==> src/rtl/snn_pkg.sv <==
// Shared types and arithmetic helpers for the spiking layer engine.
// Helpers work on 32/64-bit containers with an explicit field width so any parameterisation can use them.
package snn_pkg;

  typedef enum logic [2:0] {
    S_IDLE,
    S_LOAD,
    S_COMPUTE,
    S_UPDATE,
    S_NEXT,
    S_FIN
  } state_t;

  function automatic logic [31:0] get_field(input logic [63:0] vec, input int idx, input int w);
    logic [63:0] m;
    m = (64'd1 << w) - 64'd1;
    return 32'((vec >> (idx * w)) & m);
  endfunction

  function automatic logic [63:0] put_field(input logic [63:0] vec, input int idx, input int w,
                                            input logic [31:0] val);
    logic [63:0] m;
    m = ((64'd1 << w) - 64'd1) << (idx * w);
    return (vec & ~m) | (({32'd0, val} << (idx * w)) & m);
  endfunction

  function automatic int sext(input logic [31:0] v, input int w);
    return $signed(v << (32 - w)) >>> (32 - w);
  endfunction

  function automatic logic [31:0] sat_add(input logic [31:0] a, input logic [31:0] b, input int acc_w);
    logic [32:0] s;
    logic [32:0] lim;
    s   = {1'b0, a} + {1'b0, b};
    lim = (33'd1 << acc_w) - 33'd1;
    return (s > lim) ? 32'(lim) : 32'(s);
  endfunction

  // Exponent shift: positive w multiplies (saturating), negative w divides; |w| >= acc_w gives 0.
  function automatic logic [31:0] sh(input logic [31:0] x, input int w, input int acc_w);
    logic [63:0] wide;
    logic [63:0] lim;
    lim = (64'd1 << acc_w) - 64'd1;
    if (w >= acc_w || -w >= acc_w) return 32'd0;
    if (w >= 0) begin
      wide = {32'd0, x} << w;
      return (wide > lim) ? 32'(lim) : 32'(wide);
    end
    return x >> (-w);
  endfunction

  function automatic int w_step(input int w, input logic up, input int w_w);
    int hi;
    int lo;
    hi = (1 << (w_w - 1)) - 1;
    lo = -(1 << (w_w - 1));
    if (up) return (w >= hi) ? hi : w + 1;
    return (w <= lo) ? lo : w - 1;
  endfunction

endpackage

==> src/rtl/snn_neuron.sv <==
// One neuron: shift-weighted saturating sum, threshold spike and the saturating weight update of its row.
module snn_neuron
  import snn_pkg::*;
#(
  parameter int N_CH   = 2,
  parameter int W_W    = 4,
  parameter int ACC_W  = 8,
  parameter int THRESH = 1
) (
  input  logic [N_CH*ACC_W-1:0] x_i,
  input  logic [N_CH*W_W-1:0]   row_i,
  output logic [ACC_W-1:0]      acc_o,
  output logic                  spike_o,
  output logic [N_CH*W_W-1:0]   row_o
);

  logic [ACC_W-1:0] sum;
  logic [63:0]      row_acc;
  int               w;
  logic             pre;

  // NOTE: always_comb uses blocking assignments so the running sum is visible to the next iteration.
  always_comb begin
    sum = '0;
    for (int j = 0; j < N_CH; j++) begin
      sum = ACC_W'(sat_add(32'(sum),
                           sh(get_field(64'(x_i), j, ACC_W), sext(get_field(64'(row_i), j, W_W), W_W), ACC_W),
                           ACC_W));
    end
  end

  assign acc_o   = sum;
  assign spike_o = 32'(sum) > 32'(THRESH);

  // NOTE: every variable gets a default before the loop so no path leaves it unassigned (no latch).
  always_comb begin
    row_acc = '0;
    w       = 0;
    pre     = 1'b0;
    for (int j = 0; j < N_CH; j++) begin
      w   = sext(get_field(64'(row_i), j, W_W), W_W);
      pre = get_field(64'(x_i), j, ACC_W) > 32'(THRESH);
      if (pre) w = w_step(w, spike_o, W_W);
      row_acc = put_field(row_acc, j, W_W, 32'(w));
    end
  end

  assign row_o = (N_CH*W_W)'(row_acc);

endmodule

==> src/rtl/snn_layer_engine.sv <==
// Multi-layer spiking network engine: fetches weight rows per layer, evaluates spikes,
// optionally writes back updated rows, and publishes last-layer activations with their argmax.
module snn_layer_engine
  import snn_pkg::*;
#(
  parameter int N_CH   = 2,
  parameter int W_W    = 4,
  parameter int ACC_W  = 8,
  parameter int LAYERS = 8,
  parameter int THRESH = 1,
  parameter int AW     = $clog2(LAYERS * N_CH),
  localparam int IW    = $clog2(N_CH),
  localparam int LW    = (LAYERS > 1) ? $clog2(LAYERS) : 1,
  localparam int CW    = $clog2(N_CH + 1)
) (
  input  logic                  clk,
  input  logic                  rst,
  input  logic                  start,
  input  logic                  learn_en,
  input  logic                  hold,
  input  logic [N_CH*ACC_W-1:0] in_data,
  output logic                  busy,
  output logic                  done,
  output logic [AW-1:0]         mem_addr,
  output logic                  mem_rd_en,
  input  logic [N_CH*W_W-1:0]   mem_rdata,
  output logic                  mem_wr_en,
  output logic [N_CH*W_W-1:0]   mem_wdata,
  output logic [N_CH*ACC_W-1:0] pred,
  output logic [IW-1:0]         pred_idx
);

  state_t                          state_q;
  logic [LW-1:0]                   layer_q;
  logic [CW-1:0]                   cnt_q;
  logic                            learn_q;
  logic                            busy_q, done_q, rd_q, wr_q;
  logic [AW-1:0]                   addr_q;
  logic [N_CH*W_W-1:0]             wdata_q;
  logic [N_CH*ACC_W-1:0]           x_q, x_d, pred_q;
  logic [IW-1:0]                   idx_q, idx_d;
  logic [N_CH-1:0][N_CH*W_W-1:0]   rows_q, rows_d;
  logic [N_CH-1:0][ACC_W-1:0]      acc;
  logic [N_CH-1:0]                 spike;
  logic [ACC_W-1:0]                best;

  for (genvar i = 0; i < N_CH; i++) begin : g_neuron
    snn_neuron #(
      .N_CH  (N_CH),
      .W_W   (W_W),
      .ACC_W (ACC_W),
      .THRESH(THRESH)
    ) u_neuron (
      .x_i    (x_q),
      .row_i  (rows_q[i]),
      .acc_o  (acc[i]),
      .spike_o(spike[i]),
      .row_o  (rows_d[i])
    );
    assign x_d[i*ACC_W +: ACC_W] = spike[i] ? acc[i] : '0;
  end

  always_comb begin
    idx_d = '0;
    best  = x_q[0 +: ACC_W];
    for (int i = 1; i < N_CH; i++) begin
      if (x_q[i*ACC_W +: ACC_W] > best) begin
        best  = x_q[i*ACC_W +: ACC_W];
        idx_d = IW'(i);
      end
    end
  end

  function automatic logic [AW-1:0] row_addr(input logic [LW-1:0] layer, input int r);
    return AW'(int'(layer) * N_CH + r);
  endfunction

  // NOTE: the row buffer is reset along with the datapath; it is small and must read as zero after reset.
  always_ff @(posedge clk or posedge rst) begin
    if (rst) begin
      state_q <= S_IDLE;
      layer_q <= '0;
      cnt_q   <= '0;
      learn_q <= 1'b0;
      busy_q  <= 1'b0;
      done_q  <= 1'b0;
      rd_q    <= 1'b0;
      wr_q    <= 1'b0;
      addr_q  <= '0;
      wdata_q <= '0;
      x_q     <= '0;
      pred_q  <= '0;
      idx_q   <= '0;
      rows_q  <= '0;
    end else if (hold) begin
      state_q <= S_IDLE;
      layer_q <= '0;
      cnt_q   <= '0;
      busy_q  <= 1'b0;
      done_q  <= 1'b0;
      rd_q    <= 1'b0;
      wr_q    <= 1'b0;
    end else begin
      done_q <= 1'b0;
      case (state_q)
        S_IDLE: begin
          if (start) begin
            x_q     <= in_data;
            learn_q <= learn_en;
            busy_q  <= 1'b1;
            layer_q <= '0;
            cnt_q   <= '0;
            rd_q    <= 1'b1;
            addr_q  <= row_addr('0, 0);
            state_q <= S_LOAD;
          end
        end
        S_LOAD: begin
          // Row r is returned one cycle after its read, i.e. while cnt_q == r+1.
          for (int r = 0; r < N_CH; r++)
            if (int'(cnt_q) == r + 1) rows_q[r] <= mem_rdata;
          if (int'(cnt_q) + 1 < N_CH) begin
            rd_q   <= 1'b1;
            addr_q <= row_addr(layer_q, int'(cnt_q) + 1);
          end else begin
            rd_q <= 1'b0;
          end
          if (int'(cnt_q) == N_CH) begin
            cnt_q   <= '0;
            state_q <= S_COMPUTE;
          end else begin
            cnt_q <= cnt_q + 1'b1;
          end
        end
        S_COMPUTE: begin
          x_q <= x_d;
          if (learn_q) begin
            rows_q  <= rows_d;
            wr_q    <= 1'b1;
            addr_q  <= row_addr(layer_q, 0);
            wdata_q <= rows_d[0];
            cnt_q   <= '0;
            state_q <= S_UPDATE;
          end else begin
            state_q <= S_NEXT;
          end
        end
        S_UPDATE: begin
          if (int'(cnt_q) + 1 < N_CH) begin
            for (int r = 0; r < N_CH; r++)
              if (int'(cnt_q) + 1 == r) wdata_q <= rows_q[r];
            addr_q <= row_addr(layer_q, int'(cnt_q) + 1);
            cnt_q  <= cnt_q + 1'b1;
          end else begin
            wr_q    <= 1'b0;
            cnt_q   <= '0;
            state_q <= S_NEXT;
          end
        end
        S_NEXT: begin
          if (layer_q == LW'(LAYERS - 1)) begin
            pred_q  <= x_q;
            idx_q   <= idx_d;
            done_q  <= 1'b1;
            busy_q  <= 1'b0;
            state_q <= S_FIN;
          end else begin
            layer_q <= layer_q + 1'b1;
            cnt_q   <= '0;
            rd_q    <= 1'b1;
            addr_q  <= row_addr(layer_q + 1'b1, 0);
            state_q <= S_LOAD;
          end
        end
        S_FIN: begin
          layer_q <= '0;
          state_q <= S_IDLE;
        end
        default: state_q <= S_IDLE;
      endcase
    end
  end

  // Strobes are masked by hold in the same cycle so the host owns the RAM the moment it asks.
  assign mem_rd_en = rd_q & ~hold;
  assign mem_wr_en = wr_q & ~hold;
  assign mem_addr  = addr_q;
  assign mem_wdata = wdata_q;
  assign busy      = busy_q;
  assign done      = done_q;
  assign pred      = pred_q;
  assign pred_idx  = idx_q;

endmodule

==> config.mk <==
export PLATFORM = sky130hd
export DESIGN_NAME = snn_layer_engine
export DESIGN_NICKNAME = d
export VERILOG_FILES = /design/src/rtl/snn_pkg.sv /design/src/rtl/snn_neuron.sv /design/src/rtl/snn_layer_engine.sv
export SDC_FILE = /design/constraint.sdc
export NUM_CORES = 1
export LEC_CHECK = 0
export ABC_AREA = 1
export CAP_MARGIN = 15
export CORE_AREA = 2 2 100 141
export CTS_CLUSTER_DIAMETER = 120
export DETAILED_ROUTE_END_ITERATION = 6
export DIE_AREA = 0 0 102 143
export DONT_BUFFER_PORTS = 1
export PLACE_DENSITY = 0.78
export SLEW_MARGIN = 20
export SYNTH_ARGS = -nofsm -noshare
export SYNTH_HDL_FRONTEND = slang
export SYNTH_SLANG_ARGS = --single-unit
==> constraint.sdc <==
create_clock -name clk -period 5.3 [get_ports clk]
set_input_delay 0.53 -clock clk [delete_from_list [all_inputs] [get_ports clk]]
set_output_delay 0.53 -clock clk [all_outputs]
set_load 0.005 [all_outputs]
### Word-level counts from Yosys, hierarchy flattened

Cells that the tools add are included.

| storage, ports and cells | value |
|---|---|
| bits in registers | 74 |
| input port bits | 29 |
| output and inout port bits | 33 |
| word-level logic and storage cells | 246 |

| operators by class | value |
|---|---|
| add/sub/neg operators | 18 |
| magnitude comparators | 34 |
| eq/ne operators | 23 |
| shift operators | 8 |
| muxes and demuxes | 114 |
| bitwise operators | 5 |
| reduce and logical (&&, ||, !) cells | 29 |

Operators by type and width:

| operator | count |
|---|---|
| $mux 32 | 20 |
| $gt 64x8->1 const B | 4 |
| $shl 8x32->64 | 4 |
| $ge 32x5->1 const B | 4 |
| $neg 4->32 | 4 |
| $shr 8x32->32 | 4 |
| $mux 4 | 24 |
| $mux 8 | 12 |
| $add 8x32->33 | 2 |
| $gt 33x8->1 const B | 2 |
| $gt 32x8->1 const B | 2 |
| $pmux 16 s2 | 2 |
| $eq 32x2->1 const B | 1 |
| $gt 8x1->1 const B | 4 |
| $logic_not 32->1 | 1 |
| $lt 32x3->1 const B | 1 |
| $mux 16 | 2 |
| $mux 1 | 31 |
| $mux 3 | 9 |
| $reduce_and 3->1 | 8 |
| $ne 3x3->1 const B | 7 |
| $ge 4x5->1 const B | 4 |
| $add 4x2->4 const B | 4 |
| $ge 4x1->1 const B | 4 |
| other kinds (35) | 71 |

### Depth between registers and ports, before layout

Gate-level depths: netlist of run 1.

| depth | value |
|---|---|
| word-level depth | 20 |
| gate-level depth with buffers | 31 |
| mapped depth without buffers | 30 |

### Modules after synthesis

A second synthesis of run 1 with hierarchy kept.

| second synthesis, totals | value |
|---|---|
| cell total of the unflattened synthesis | 1668 |
| area total of the unflattened synthesis | 9603.0 µm² |

By module, submodules not included:

| module | times used | cells an instance | area each (µm²) | seq. area each (µm²) |
|---|---|---|---|---|
| snn_layer_engine | 1 | 555 | 4152.7 | 1851.8 |
| snn_neuron (g_neuron[0].u_neuron) | 1 | 561 | 2772.7 | 0.0 |
| snn_neuron (g_neuron[1].u_neuron) | 1 | 552 | 2677.6 | 0.0 |

### Worst setup path before layout of run 1

No wires, ideal clock.

| timing path | value |
|---|---|
| path type | reg-to-reg |
| from | register rows_q[1] in the netlist's numbering |
| to | register rows_q[7] in the netlist's numbering |
| library setup time | 0.073 ns |
| arrival | 3.998 ns |
| required time | 5.227 ns |
| setup slack | 1.229 ns |
| stages on the path, launching flop included | 29 |
| path buffers | 1 |
| period minus slack after synthesis | 4.071 ns |
| cells stage by stage | dfrtp_1 inv_1 clkbuf_1 ha_1 nand2_1 ha_1 nand2_1 nor3_1 nand3_1 inv_1 nand2_1 nand2_1 o21ai_0 nor2_1 o21ai_0 a21oi_1 ha_1 fa_1 nand3_2 nand3_2 a21oi_4 nand2_1 nor2_2 nand3_4 nand2_1 nand3_1 nand2_1 nand2_1 a21oi_2 |

| on the way | value |
|---|---|
| word-level cells in the longest chain between the ends | 19 |
| elaborated cells on any way between the ends | 29 |
| those cells by class | 2 x add/sub; 7 x order compare; 2 x shift; 16 x mux; 1 x bitwise; 1 x reduce/logical |

Ends and longest elaborated chain:

| item | RTL line | RTL |
|---|---|---|
| from (decl) | snn_layer_engine.sv:42 | `logic [N_CH-1:0][N_CH*W_W-1:0] rows_q, rows_d;` |
| from (signal assigned) | snn_layer_engine.sv:138 | `rows_q <= rows_d;` |
| $shl 8x32->64 | snn_pkg.sv:46 | `wide = {32'd0, x} << w;` |
| $gt 64x8->1 | snn_pkg.sv:47 | `return (wide > lim) ? 32'(lim) : 32'(wide);` |
| $mux 32 | snn_pkg.sv:47 |  |
| $mux 32 | snn_pkg.sv:45 | `if (w >= 0) begin` |
| $mux 32 | snn_pkg.sv:49 | `return x >> (-w);` |
| $mux 32 * | snn_pkg.sv:45 |  |
| $gt 32x8->1 | snn_pkg.sv:36 | `return (s > lim) ? 32'(lim) : 32'(s);` |
| $mux 8 * | snn_pkg.sv:36 |  |
| [... 3 more ...] | n/a |  |
| $gt 8x1->1 * | snn_neuron.sv:33 | `assign spike_o = 32'(sum) > 32'(THRESH);` |
| $mux 1 | snn_pkg.sv:57 | `if (up) return (w >= hi) ? hi : w + 1;` |
| $mux 1 | snn_neuron.sv:43 | `if (pre) w = w_step(w, spike_o, W_W);` |
| $mux 4 * | snn_pkg.sv:58 | `return (w <= lo) ? lo : w - 1;` |
| $mux 4 * | snn_neuron.sv:43 |  |
| $or 4x8->8 * | snn_pkg.sv:24 | `return (vec & ~m) \| (({32'd0, val} << (idx * w)) & m);` |
| $mux 16 * | snn_layer_engine.sv:137 | `if (learn_q) begin` |
| $pmux 16 s2 * | snn_layer_engine.sv:105 | `case (state_q)` |

Every way passes the cells marked *; elsewhere a longest branch is shown, timed or not. The select of a mux whose other input is x is not followed.
A chain may end at the register's enable or synchronous reset.

### Worst setup path in the final report of run 1

| timing path | value |
|---|---|
| from | register rows_q[11] in the netlist's numbering |
| to | register rows_q[12] in the netlist's numbering |

Same word-level chain as after synthesis.

==> flow_summary.ini, run 1 <==
[run_status]
status = finished, final reports clean

[finish]
final_cells = 1543
nets = 1459
syn2layout_area_growth_pct = 5.47
final_util_pct = 67.3
final_common_cell = nand2_1
drive_above_1_share_pct = 6.32
diodes = 0
final_cell_mix = nand2_1 (371), inv_1 (157), nor2_1 (138)
fill_cells = 1268

[yosys]
yosysTopAreaCell = dfrtp_1
syn-num-nets = 1477
synth_area_leaders = dfrtp_1 (22%), nand2_1 (16%), ha_1 (10%)
netlist.area_leader.share_pct = 21.9
async_flop_share_pct = 100
synth_cell_type_count = 56
avgSynthCellArea_um2 = 6.16
ys_warn_count = 0
syn_inst = 1374
synth_flop_cell = dfrtp_1
synth_edf_count = 0
ys_seq_area_share_pct = 21.9
syn-cell-area_um2 = 8470
ys_ff_latch = 74

[floorplan]
start_util_pct = 63.9
die_y_um = 143
io_pins = 62
num_rows = 50
die_w_um = 102
dieArea_um2 = 14600
core-area_um2 = 13300

[sta]
clock_skew_ns = 0.00798
tightest_slew_ns = 1.09
finalHoldViolCount = 0
fmax_ghz = 0.208
min_period_ns = 4.81
setup-tns-final_ns = 0
whs_ns = 0.299
max_slew_margin_pct = 26.9
setup_viol = 0
post-route-period-util_pct = 90.8
slew_violations = 0

[critical_path]
arrival_ns = 5.02
critPathCaptureType = register
cp_slowest_cell = dfrtp_1
startpoint_type = register
cp_max_fo = 13
cpPeakStageDelay_ns = 0.49
rrSetupSlack_ns = 0.49
path_class = register to register
cp_common_cell = nand2_1
path_cells = clkinv_1, nand2_1, ha_1, nand2_1, nor3_1, nand3_1, inv_1, a31oi_1, inv_1, o21ai_0, a21oi_1, ha_1, fa_1, a21oi_1, o21ai_1, a21oi_2, nand2_1, nor2_1, nand3b_2, o21ai_0, a22oi_1
cp.required_ns = 5.51

[routing]
ant_nets = 0
drc_errors = 0
vias_per_cell = 6.00
wl_um = 26700
first_pass_iters = 5
vias = 9263
wl_per_cell_um = 17.3
drtIter0Drc = 672

[hold_path]
hp-class = input pin to register

[global_route]
antenna_found_initial = 0
grt_max_degree = 75
grt_pass1_vias = 8776
gr-total-overflow = 0
track_usage_pct = 37.4
grt_pass1_wl_um = 42900

[clocking]
clock-sinks = 74
cts-buffers-inserted = 9
clk_pin_slew_ns = 0.06
cts_root_buf = clkbuf_16
postCtsSetupBuffers = 0
h-tree-depth = 3
cts_tree = done
clk_latency_ns = 0.34
cts_buffer_depth = 2

[run]
maxCapViolations = 0

[placement]
port_buffers = 0
hpwlAfterDp_um = 20800
gp_congestion = 0.993
dp_cells = 1527
-- area by class of cell --
class	instances	area, um^2	area share [%]
tap	182	228	2.55
sequential	74	1850	20.8
clock inverter	6	65.1	0.728
multi-input combinational	1074	5750	64.4
timing repair buffer	15	113	1.26
inverter	182	684	7.66
clock buffer	10	239	2.68
-- cell usage after synthesis, drive strengths merged, types with 6 or more instances --
master,number
nand2,372
inv,177
nor2,146
o21ai,133
a21oi,115
nand3,87
dfrtp,74
ha,71
clkbuf,24
nand4,23
nor3,23
buf,20
o22ai,12
a22oi,11
a31oi,10
o211ai,10
a221oi,8
nor4,6
-- path summary, 6_finish.rpt --
kind / startpoint / end / depth (start not counted)
max reg2reg: rows_q[11] / rows_q[12] / 21
max in group asynchronous: rst / rows_q[13] / 2
min: hold / cnt_q[1] / 1
min in group asynchronous: rst / done / 2
min reg2reg: pred[7] / pred[7] / 2
max: rows_q[11] / rows_q[12] / 21
-- cells by family after synthesis --
| group | share of synthesized area, % |
|---|---|
| xor+xnor | 1.03 |
| simple gates | 33.1 |
| mux | 0.118 |
| compound gates | 22.4 |
| fa+ha+maj | 11.2 |
| flops | 21.9 |
| buf+inv | 10.3 |
-- critical path: cells and delay by family (launching register included) --
kind                     cells  cell delay (ns)
buffers and inverters        3             0.72
adder cells (fa/ha/maj)      3             0.95
flip-flops                   1             0.49
AO/OA/AOI/OAI                8             1.49
AND/OR/NAND/NOR              7             1.02
-- repair_timing --
item,4_1_cts,5_1_grt
hold buffers,0,0
endpoints found under the setup margin,0,8
resized for setup,0,3
-- state kept, by name, summed over array words and instances, names as in the netlist --
register   flops
pred          16
rows_q        16
x_q           16
mem_wdata      8
mem_addr       4
layer_q        3
state_q        3
cnt_q          2
busy           1
done           1
learn_q        1
pred_idx       1
rd_q           1
wr_q           1
-- per-layer routing --
| metal | vias up | track usage [%] | wire length (um) |
|---|---|---|---|
| met5 | - | 0 | 0 |
| met4 | 0 | 19.6 | 1530 |
| met3 | 102 | 7.10 | 1760 |
| met2 | 365 | 65.0 | 13100 |
| met1 | 4243 | 43.0 | 10300 |
| li1 | 4553 | - | - |
-- through the flow --
stage / area (um^2) / worst slack, ns
2_1_floorplan: 8470 / 1.23
3_3_place_gp: 8620 / 0.481
3_5_place_dp: 8620 / 0.462
4_1_cts: 8930 / 0.419
5_1_grt: 8930 / -0.00727
6_report: 8930 / 0.490
Power of run 1 is not shown: default switching activity piles up to over one toggle a cycle in this logic, so the estimate is an artifact.
==> inputs of run 2 (changes only) <==
--- a/config.mk
+++ b/config.mk
@@ -9,9 +9,11 @@
 export CAP_MARGIN = 15
 export CORE_AREA = 2 2 100 141
 export CTS_CLUSTER_DIAMETER = 120
+export CTS_CLUSTER_SIZE = 24
 export DETAILED_ROUTE_END_ITERATION = 6
 export DIE_AREA = 0 0 102 143
 export DONT_BUFFER_PORTS = 1
+export GPL_TIMING_DRIVEN = 1
 export PLACE_DENSITY = 0.78
 export SLEW_MARGIN = 20
 export SYNTH_ARGS = -nofsm -noshare
==> results of run 2 <==
Same layout as run 1: the final DEF is identical, and so are final timing and power.
Power of run 2 is left out for the same reason.
